===== src/rtl/division_controller.sv =====
// Sequencer for a restoring divider: steps the A/Q/M datapath through N
// shift/subtract/test iterations and reports busy/done/div_by_zero to the host.
module division_controller #(
  parameter int N  = 16,
  parameter int CW = $clog2(N)
) (
  input  logic          clk,
  input  logic          rst,
  input  logic          start,
  input  logic          abort,
  input  logic [N-1:0]  divisor,
  input  logic          a_msb,
  output logic          load_enable,
  output logic          shift_left_enable_a,
  output logic          shift_left_enable_q,
  output logic          sub_enable,
  output logic          restore_enable,
  output logic          q0_write,
  output logic          q0_value,
  output logic          busy,
  output logic          done,
  output logic          div_by_zero,
  output logic [CW-1:0] iter_count
);

  typedef enum logic [2:0] {
    ST_IDLE,
    ST_LOAD,
    ST_SHIFT,
    ST_SUB,
    ST_TEST,
    ST_DONE
  } state_e;

  localparam logic [CW-1:0] LAST_ITER = CW'(N - 1);

  state_e        state_q, state_d;
  logic [CW-1:0] iter_q, iter_d;
  logic          dbz_q, dbz_d;

  // NOTE: sequential state uses non-blocking assignments so every flop samples
  // pre-edge values; the asynchronous reset forces IDLE, which zeroes all
  // Moore outputs without waiting for a clock edge.
  always_ff @(posedge clk or negedge rst) begin
    if (!rst) begin
      state_q <= ST_IDLE;
      iter_q  <= '0;
      dbz_q   <= 1'b0;
    end else begin
      state_q <= state_d;
      iter_q  <= iter_d;
      dbz_q   <= dbz_d;
    end
  end

  // NOTE: every signal gets a default before the case so no path leaves it
  // unassigned, which would otherwise infer a latch.
  always_comb begin
    state_d = state_q;
    iter_d  = iter_q;
    dbz_d   = dbz_q;
    if (abort) begin
      // Also covers IDLE: abort beats a simultaneous start.
      state_d = ST_IDLE;
    end else begin
      case (state_q)
        ST_IDLE: begin
          if (start) begin
            if (divisor == '0) begin
              state_d = ST_DONE;
              dbz_d   = 1'b1;
            end else begin
              state_d = ST_LOAD;
              dbz_d   = 1'b0;
            end
          end
        end
        ST_LOAD: begin
          iter_d  = '0;
          state_d = ST_SHIFT;
        end
        ST_SHIFT: state_d = ST_SUB;
        ST_SUB:   state_d = ST_TEST;
        ST_TEST: begin
          if (iter_q == LAST_ITER) begin
            state_d = ST_DONE;
          end else begin
            iter_d  = iter_q + CW'(1);
            state_d = ST_SHIFT;
          end
        end
        ST_DONE: state_d = ST_IDLE;
        default: state_d = ST_IDLE;
      endcase
    end
  end

  always_comb begin
    load_enable         = 1'b0;
    shift_left_enable_a = 1'b0;
    shift_left_enable_q = 1'b0;
    sub_enable          = 1'b0;
    restore_enable      = 1'b0;
    q0_write            = 1'b0;
    q0_value            = 1'b0;
    busy                = 1'b0;
    done                = 1'b0;
    case (state_q)
      ST_LOAD: begin
        load_enable = 1'b1;
        busy        = 1'b1;
      end
      ST_SHIFT: begin
        shift_left_enable_a = 1'b1;
        shift_left_enable_q = 1'b1;
        busy                = 1'b1;
      end
      ST_SUB: begin
        sub_enable = 1'b1;
        busy       = 1'b1;
      end
      ST_TEST: begin
        // Negative partial remainder: undo the subtract and record a 0 bit.
        q0_write       = 1'b1;
        restore_enable = a_msb;
        q0_value       = ~a_msb;
        busy           = 1'b1;
      end
      ST_DONE: done = 1'b1;
      default: ;
    endcase
  end

  assign iter_count  = iter_q;
  assign div_by_zero = dbz_q;

endmodule


===== config.mk =====
export PLATFORM = sky130hd
export DESIGN_NAME = division_controller
export DESIGN_NICKNAME = d
export VERILOG_FILES = /design/src/rtl/division_controller.sv
export SDC_FILE = /design/constraint.sdc
export NUM_CORES = 1
export LEC_CHECK = 0
export ABC_AREA = 1
export CORE_MARGIN = 5
export CORE_UTILIZATION = 40
export DETAILED_ROUTE_END_ITERATION = 6
export GPL_ROUTABILITY_DRIVEN = 1
export PLACE_DENSITY = 0.9
export RECOVER_POWER = 25
export SLEW_MARGIN = 0
export SYNTH_ARGS = -nofsm -noshare
export SYNTH_HDL_FRONTEND = slang
export SYNTH_SLANG_ARGS = --single-unit

===== constraint.sdc =====
create_clock -name clk -period 2 [get_ports clk]
set_input_delay 0.3 -clock clk [delete_from_list [all_inputs] [get_ports clk]]
set_output_delay 0.3 -clock clk [all_outputs]
set_load 0.05 [all_outputs]

======== Word-level counts from Yosys, hierarchy flattened ========
Cells that the tools add are included.
Widths: inputs -> output; s select.
cells by class
  bitwise operators ....................... 2
  reduce and logical (&&, ||, !) cells .... 6
  add/sub/neg operators ................... 1
  multiplexer cells ....................... 16
  eq/ne operators ......................... 8
operators by type and width
  operator             count
  $logic_not 16->1     1
  $pmux 3 s5           1
  $mux 3               4
  $mux 1               9
  $pmux 4 s2           1
  $eq 3x2->1 const B   2
  $eq 3x3->1 const B   2
  $reduce_and 3->1     2
  $add 4x1->4 const B  1
  $eq 4x4->1 const B   1
  $mux 4               1
  $reduce_or 4->1      1
  $eq 3x1->1 const B   1
  $logic_not 3->1      1
  $ne 3x3->1 const B   1
  $ne 2x2->1 const B   1
  $not 1->1            2
  $reduce_bool 2->1    1
storage, ports and cells
  bits in registers ....................... 8
  input bits .............................. 21
  logic and storage cells ................. 36
  output and inout bits ................... 14

======== Longest topological paths before layout ========
Gate-level depths: netlist of run 1.
  depth after elaboration ................. 5
  depth in mapped cells ................... 8
  depth with buffers taken out ............ 8

======== Worst setup path before layout of run 1 ========
Ideal clock, no wire load.
  path kind ............................... register -> output
  from .................................... register state_q[0]
  to ...................................... output busy
  data arrival time ....................... 1.685 ns
  buffers on the path ..................... 0
  data required time ...................... 1.700 ns
  setup slack ............................. 0.015 ns
  stages on the path, launching flop included .. 5
  path through ............................ dfrtp_1 > inv_1 > nor3_2 > nor2_1 > nand2_1
on the way
  longest elaborated chain between the ends .. 3
  elaborated cells on any way between the ends .. 6
  classes of those cells .................. 4 x eq/ne; 1 x mux; 1 x reduce/logical
ends and longest elaborated chain
  element                                   line  source
  start: declaration                        37    state_e state_q, state_d;
  start signal: assignment                  50    state_q <= state_d;
  $eq 3x3->1, or another cell as far along  108   case (state_q)
  $reduce_or 4->1 (no line) (*)             n/a
  $mux 1 (*)                                108
  end: declaration                          20    output logic busy,
Every way passes the cells marked *; elsewhere a longest branch is shown, timed or not.

======== Final worst setup path of run 1 ========
  from .................................... register iter_q[2], in the netlist iter_count[2]
  to ...................................... output iter_count[2]
RTL lines
  element                   line  source
  start: declaration        38    logic [CW-1:0] iter_q, iter_d;
  start signal: assignment  51    iter_q <= iter_d;
  end: declaration          23    output logic [CW-1:0] iter_count
No word-level cell between the ends.

==> flow_metrics.tcl, run 1 <==
set metrics [dict create \
    status "finished, final reports clean" \
    swShare 0.3763 \
    num_antenna_cells 0 \
    synth_seq_cells 8 \
    antenna_found_initial 0 \
    cts_setup_buffers 0 \
    r2r_slack_ns 0.63 \
    r2r_end "iter_count[2]$_DFFE_PN0P_" \
    grt_first_pass_wirelength_um 2822 \
    wl_met1_um 607 \
    cts_num_sinks 8 \
    leakage_nw 0.4763 \
    path_cells "clkdlybuf4s50_1" \
    postCtsHoldBufs 0 \
    rsz0062_at_grt "false" \
    setup_slack_ns 0.2069 \
    dp.cells 138 \
    startpoint_type "flop" \
    reg2reg_depth 8 \
    comb_power_share 0.460 \
    vdd_ir_drop_max_uv 371.0 \
    syn-num-nets 111 \
    drt-vias-per-instance 4.589 \
    num_rows 14 \
    internal_power_w 0.0003468 \
    crit_type "reg2out" \
    wl_met2_um 945 \
    yosysUniqueCellTypes 21 \
    cts_tree "built" \
    net-switching-power_w 0.0002092 \
    crit_buf_inv 1 \
    syn_area_sq_um 618.1 \
    setup-tns-final_ns 0 \
    worst_pin_slew_ns 0.5142 \
    ys_warn_count 0 \
    power.density_nw_per_um2 551.3 \
    cp_max_fo 5 \
    synth_largest_area_cell "dfrtp_1" \
    die_w_um 49.31 \
    h-tree-depth 1 \
    maxCapViolations 0 \
    clock-root-buffer "clkbuf_4" \
    path_delay_family "buffers and inverters" \
    period_minus_slack_ns 1.793 \
    numCtsBuffers 3 \
    cp_slowest_cell "clkdlybuf4s50_1" \
    grt_usage 0.1462 \
    hold_path_class "in2async" \
    clk_latency_ns 0.24 \
    skew_ns 0.001537 \
    finish.utilization 0.6773 \
    worst_ep_arrival_time_ns 1.49 \
    timing.rr.start "iter_count[0]$_DFFE_PN0P_" \
    vias 647 \
    clkPwrFrac 0.206 \
    fin_total_pwr_w 0.0005560 \
    ios 35 \
    numPortBuffers 34 \
    grt_overflow 0 \
    grt_start_max_net_pins 10 \
    min_period_over_period 0.8966 \
    end_kind "primary output" \
    dpl.hpwl_um 1479 \
    cts_buffer_depth 2 \
    wl_per_cell_um 11.46 \
    syn_area_per_cell_sq_um 6.945 \
    critPathMaxStageDelay_ns 0.84 \
    final-instance-count-excl-fill 141 \
    num-nets-final 149 \
    dr.pass1.iters 4 \
    setup_viol 0 \
    hold_violations 0 \
    die_y_um 49.31 \
    drv_slew 0 \
    dieArea_sq_um 2431 \
    place_congestion 0.7995 \
    seq_area_sq_um 200.2 \
    drive_gt1_frac 0.2160 \
    seqPwrFrac 0.335 \
    place_ws_ns 0.4691 \
    cts.clk_slew.worst_paths_ns 0.05 \
    cts_resized 0 \
    drt.antenna.violating_nets 0 \
    area_growth_pct 63.16 \
    synthCells 89 \
    yosysTopAreaCellShare 0.3239 \
    highest_layer "met4" \
    ys_seq_area_frac 0.3239 \
    drt-total-wl_um 1616 \
    required_ns 1.70 \
    fmax_mhz 557.7 \
    fill_cells 119 \
    coreArea_sq_um 1489 \
    drtIter0Drc 12 \
    start_util 0.4151 \
    met3WireLength_um 47 \
    grt_pass1_vias 652 \
    route.detailed.drc 0 \
    multiInputGateArea_sq_um 369.1 \
    yosys-top-cells-area "dfrtp_1 32%, nor2_1 15%, nand2_1 13%, inv_1 5.5%, nor2_4 5.5%" \
    relSlewSlack 0.6561 \
]
==> cells in the final DEF, fill, tap and decap left out, drive strengths merged, types with 2 or more instances in the layout <==
cell type / Yosys / final
nor2: 29 / 29
nand2: 25 / 25
clkdlybuf4s50: 0 / 24
inv: 11 / 11
buf: 1 / 9
dfrtp: 8 / 8
nand3: 5 / 5
clkbuf: 0 / 3
a21oi: 3 / 3
nor3: 2 / 2
==> registers in the layout, indices dropped and copies added, names as in the netlist <==
name / count
state_q: 3
div_by_zero: 1
iter_count: 4
==> how the worst max path moves through the flow <==
stage	slack [ns]	depth (start not counted)	endpoint	start
2_1_floorplan	0.01	4	busy	state_q[0]$_DFFE_PN0P_
3_3_place_gp	0.50	1	iter_count[2]	iter_count[2]$_DFFE_PN0P_
3_5_place_dp	0.47	1	iter_count[2]	iter_count[2]$_DFFE_PN0P_
4_1_cts	0.21	1	iter_count[2]	iter_count[2]$_DFFE_PN0P_
5_1_grt	0.16	1	iter_count[3]	iter_count[3]$_DFFE_PN0P_
6_report	0.21	1	iter_count[2]	iter_count[2]$_DFFE_PN0P_
==> layer usage <==
metal | vias to the layer above | global-route usage
met5 | - | 0
met4 | 0 | 0.05381
met3 | 2 | 0.01835
met1 | 290 | 0.1604
met2 | 9 | 0.2768
li1 | 346 | -
==> Yosys cell counts <==
master	n
nor2_8	1
nor2_4	3
nand2_4	1
o21ai_2	1
nor2_1	24
nand2_2	2
nand2_1	22
nor2_2	1
nor3_2	2
nand4_1	1
dfrtp_1	8
xor2_1	1
a21oi_2	1
a21oi_1	2
inv_2	2
nand3_1	4
inv_1	9
buf_4	1
nor3b_1	1
nand3_2	1
ha_1	1
==> area by class of cell <==
cell class | instances | area share
Clock buffer | 3 | 0.02233
Inverter | 11 | 0.04094
Multi-Input combinational cell | 69 | 0.3660
Sequential cell | 8 | 0.1985
Tap cell | 16 | 0.01985
Timing Repair Buffer | 34 | 0.3524
==> stage by stage <==
step	hold WS (ns)	area, sq um
after floorplan	0.004409	618.1
after global placement	0.5129	985.9
after detailed placement	0.5378	985.9
after CTS	0.3355	1008
after global routing	0.4155	1008
final	0.3979	1008
==> power by group through the flow <==
stage               clock, W  combinational, W  sequential [W]
floorplan                  0          0.000129        0.000209
global placement           0          0.000254        0.000187
detailed placement         0          0.000258        0.000188
CTS                 0.000117          0.000258        0.000186
global route        0.000133          0.000274        0.000187
finish              0.000114          0.000256        0.000186
==> cells by family after synthesis <==
group / synth area share
and+or+nand+nor: 0.5182
buffers and inverters: 0.07895
DFF: 0.3239
AOI/OAI and AO/OA: 0.04454
xor gates and xnor gates: 0.01417
adders and majority gates: 0.02024
No activity file was read; power rests on OpenSTA's default activity.
==> run 2: changes to the inputs <==
CAP_MARGIN = 0   (was default)
CTS_CLUSTER_DIAMETER = 40   (was default)
GPL_ROUTABILITY_DRIVEN = default   (was 1)
==> results of run 2 <==
Same layout as run 1: the final DEF is identical, and so are final timing and power.
==> run 3: changes to the inputs <==
CORE_MARGIN = default   (was 5)
==> flow_metrics.tcl, run 3 (same netlist as run 1, synthesis figures left out) <==
set metrics [dict create \
    rsz0062_at_grt "false" \
    cp_max_fo 5 \
    grt_first_pass_wirelength_um 2235 \
    maxCapViolations 0 \
    relSlewSlack 0.6625 \
    cts_buffer_depth 2 \
    grt_pass1_vias 556 \
    period_minus_slack_ns 1.769 \
    clock-root-buffer "clkbuf_4" \
    ios 35 \
    drt.antenna.violating_nets 0 \
    cts_tree "built" \
    setup-tns-final_ns 0 \
    postCtsHoldBufs 0 \
    end_kind "primary output" \
    setup_slack_ns 0.2307 \
    dpl.hpwl_um 1310 \
    grt_start_max_net_pins 10 \
    dieArea_sq_um 1707 \
    area_growth_pct 62.96 \
    worst_pin_slew_ns 0.5047 \
    die_y_um 41.31 \
    status "finished, final reports clean" \
    crit_type "reg2out" \
    grt_usage 0.2049 \
    path_cells "clkdlybuf4s50_1" \
    num-nets-final 149 \
    die_w_um 41.31 \
    cts_num_sinks 8 \
    clk_latency_ns 0.24 \
    leakage_nw 0.4763 \
    h-tree-depth 1 \
    worst_ep_arrival_time_ns 1.47 \
    cts.clk_slew.worst_paths_ns 0.05 \
    layout_common_cells "24 x nor2_1, 24 x clkdlybuf4s50_1, 22 x nand2_1" \
    vdd_ir_drop_max_uv 378.4 \
    internal_power_w 0.0003468 \
    dr.pass1.iters 2 \
    fmax_mhz 565.2 \
    largest_register_ffs 4 \
    route.detailed.drc 0 \
    required_ns 1.70 \
    crit_buf_inv 1 \
    place_ws_ns 0.4950 \
    fill_cells 108 \
    path_delay_family "buffers and inverters" \
    num_rows 13 \
    drt-vias-per-instance 4.657 \
    startpoint_type "flop" \
    min_period_over_period 0.8846 \
    coreArea_sq_um 1366 \
    power.density_nw_per_um2 556.1 \
    drtIter0Drc 12 \
    skew_ns 0.004113 \
    place_congestion 0.7865 \
    swShare 0.3809 \
    comb_power_share 0.460 \
    cts_resized 0 \
    net-switching-power_w 0.0002133 \
    hold_violations 0 \
    drive_gt1_frac 0.2160 \
    num_antenna_cells 0 \
    start_util 0.4524 \
    hold_ws_ns 0.4015 \
    hold_path_class "in2async" \
    cp_slowest_cell "clkdlybuf4s50_1" \
    seqPwrFrac 0.330 \
    drv_slew 0 \
    vias 652 \
    drt-total-wl_um 1486 \
    setup_viol 0 \
    antenna_found_initial 0 \
    numCtsBuffers 3 \
    critPathMaxStageDelay_ns 0.82 \
    grt_overflow 0 \
    numPortBuffers 34 \
    wl_per_cell_um 10.61 \
    clkPwrFrac 0.210 \
    cts_setup_buffers 0 \
]
[run 3: cell counts in the layout (fill, tap and decap cells not counted)]
No cell type changed its count.
[run 3: metal layers]
metal / track usage / share of wire
met3: 0.04787 / 0.023
met1: 0.2425 / 0.47
met2: 0.3594 / 0.51
met5: 0 / 0
met4: 0.07258 / 0
[run 3: layout make-up]
type	instances	area, sq um	area share
tap	15	18.77	0.01863
timing repair buffer	34	355.3	0.3528
sequential	8	200.2	0.1988
inverter	11	41.29	0.04099
clock buffer	3	22.52	0.02236
multi-input combinational	69	369.1	0.3665
[run 3: through the flow]
stage / total power [W] / util / instance area [sq um] / instances
floorplan: 0.0003385 / - / 618.1 / 89
global placement: 0.0004405 / 0.7207 / 984.7 / 137
detailed placement: 0.0004472 / 0.7207 / 984.7 / 137
CTS: 0.0005642 / 0.7372 / 1007 / 140
global route: 0.0005921 / 0.7372 / 1007 / 140
finish: 0.0005601 / 0.7372 / 1007 / 140
[run 3: path summary, 6_finish.rpt]
| path | from | end | slack, ns | cells after the start |
|---|---|---|---|---|
| setup / recovery | iter_count[0]$_DFFE_PN0P_ | iter_count[0] | 0.23 | 1 |
| min in group clk | iter_count[1]$_DFFE_PN0P_ | iter_count[1]$_DFFE_PN0P_ | 0.54 | 2 |
| hold / removal | rst | iter_count[3]$_DFFE_PN0P_ | 0.40 | 1 |
| hold reg to reg | iter_count[1]$_DFFE_PN0P_ | iter_count[1]$_DFFE_PN0P_ | 0.54 | 2 |
| setup reg to reg | iter_count[0]$_DFFE_PN0P_ | iter_count[3]$_DFFE_PN0P_ | 0.66 | 8 |
| max in group asynchronous | rst | div_by_zero$_DFFE_PN0P_ | 1.33 | 1 |
[run 3: power groups by stage]
stage                     registers (W)  logic, W  clock network (W)
after global placement         0.000187  0.000253                  0
after global routing           0.000186  0.000276           0.000130
after detailed placement       0.000188  0.000259                  0
after CTS                      0.000185  0.000260           0.000119
after floorplan                0.000209  0.000129                  0
final                          0.000185  0.000258           0.000117
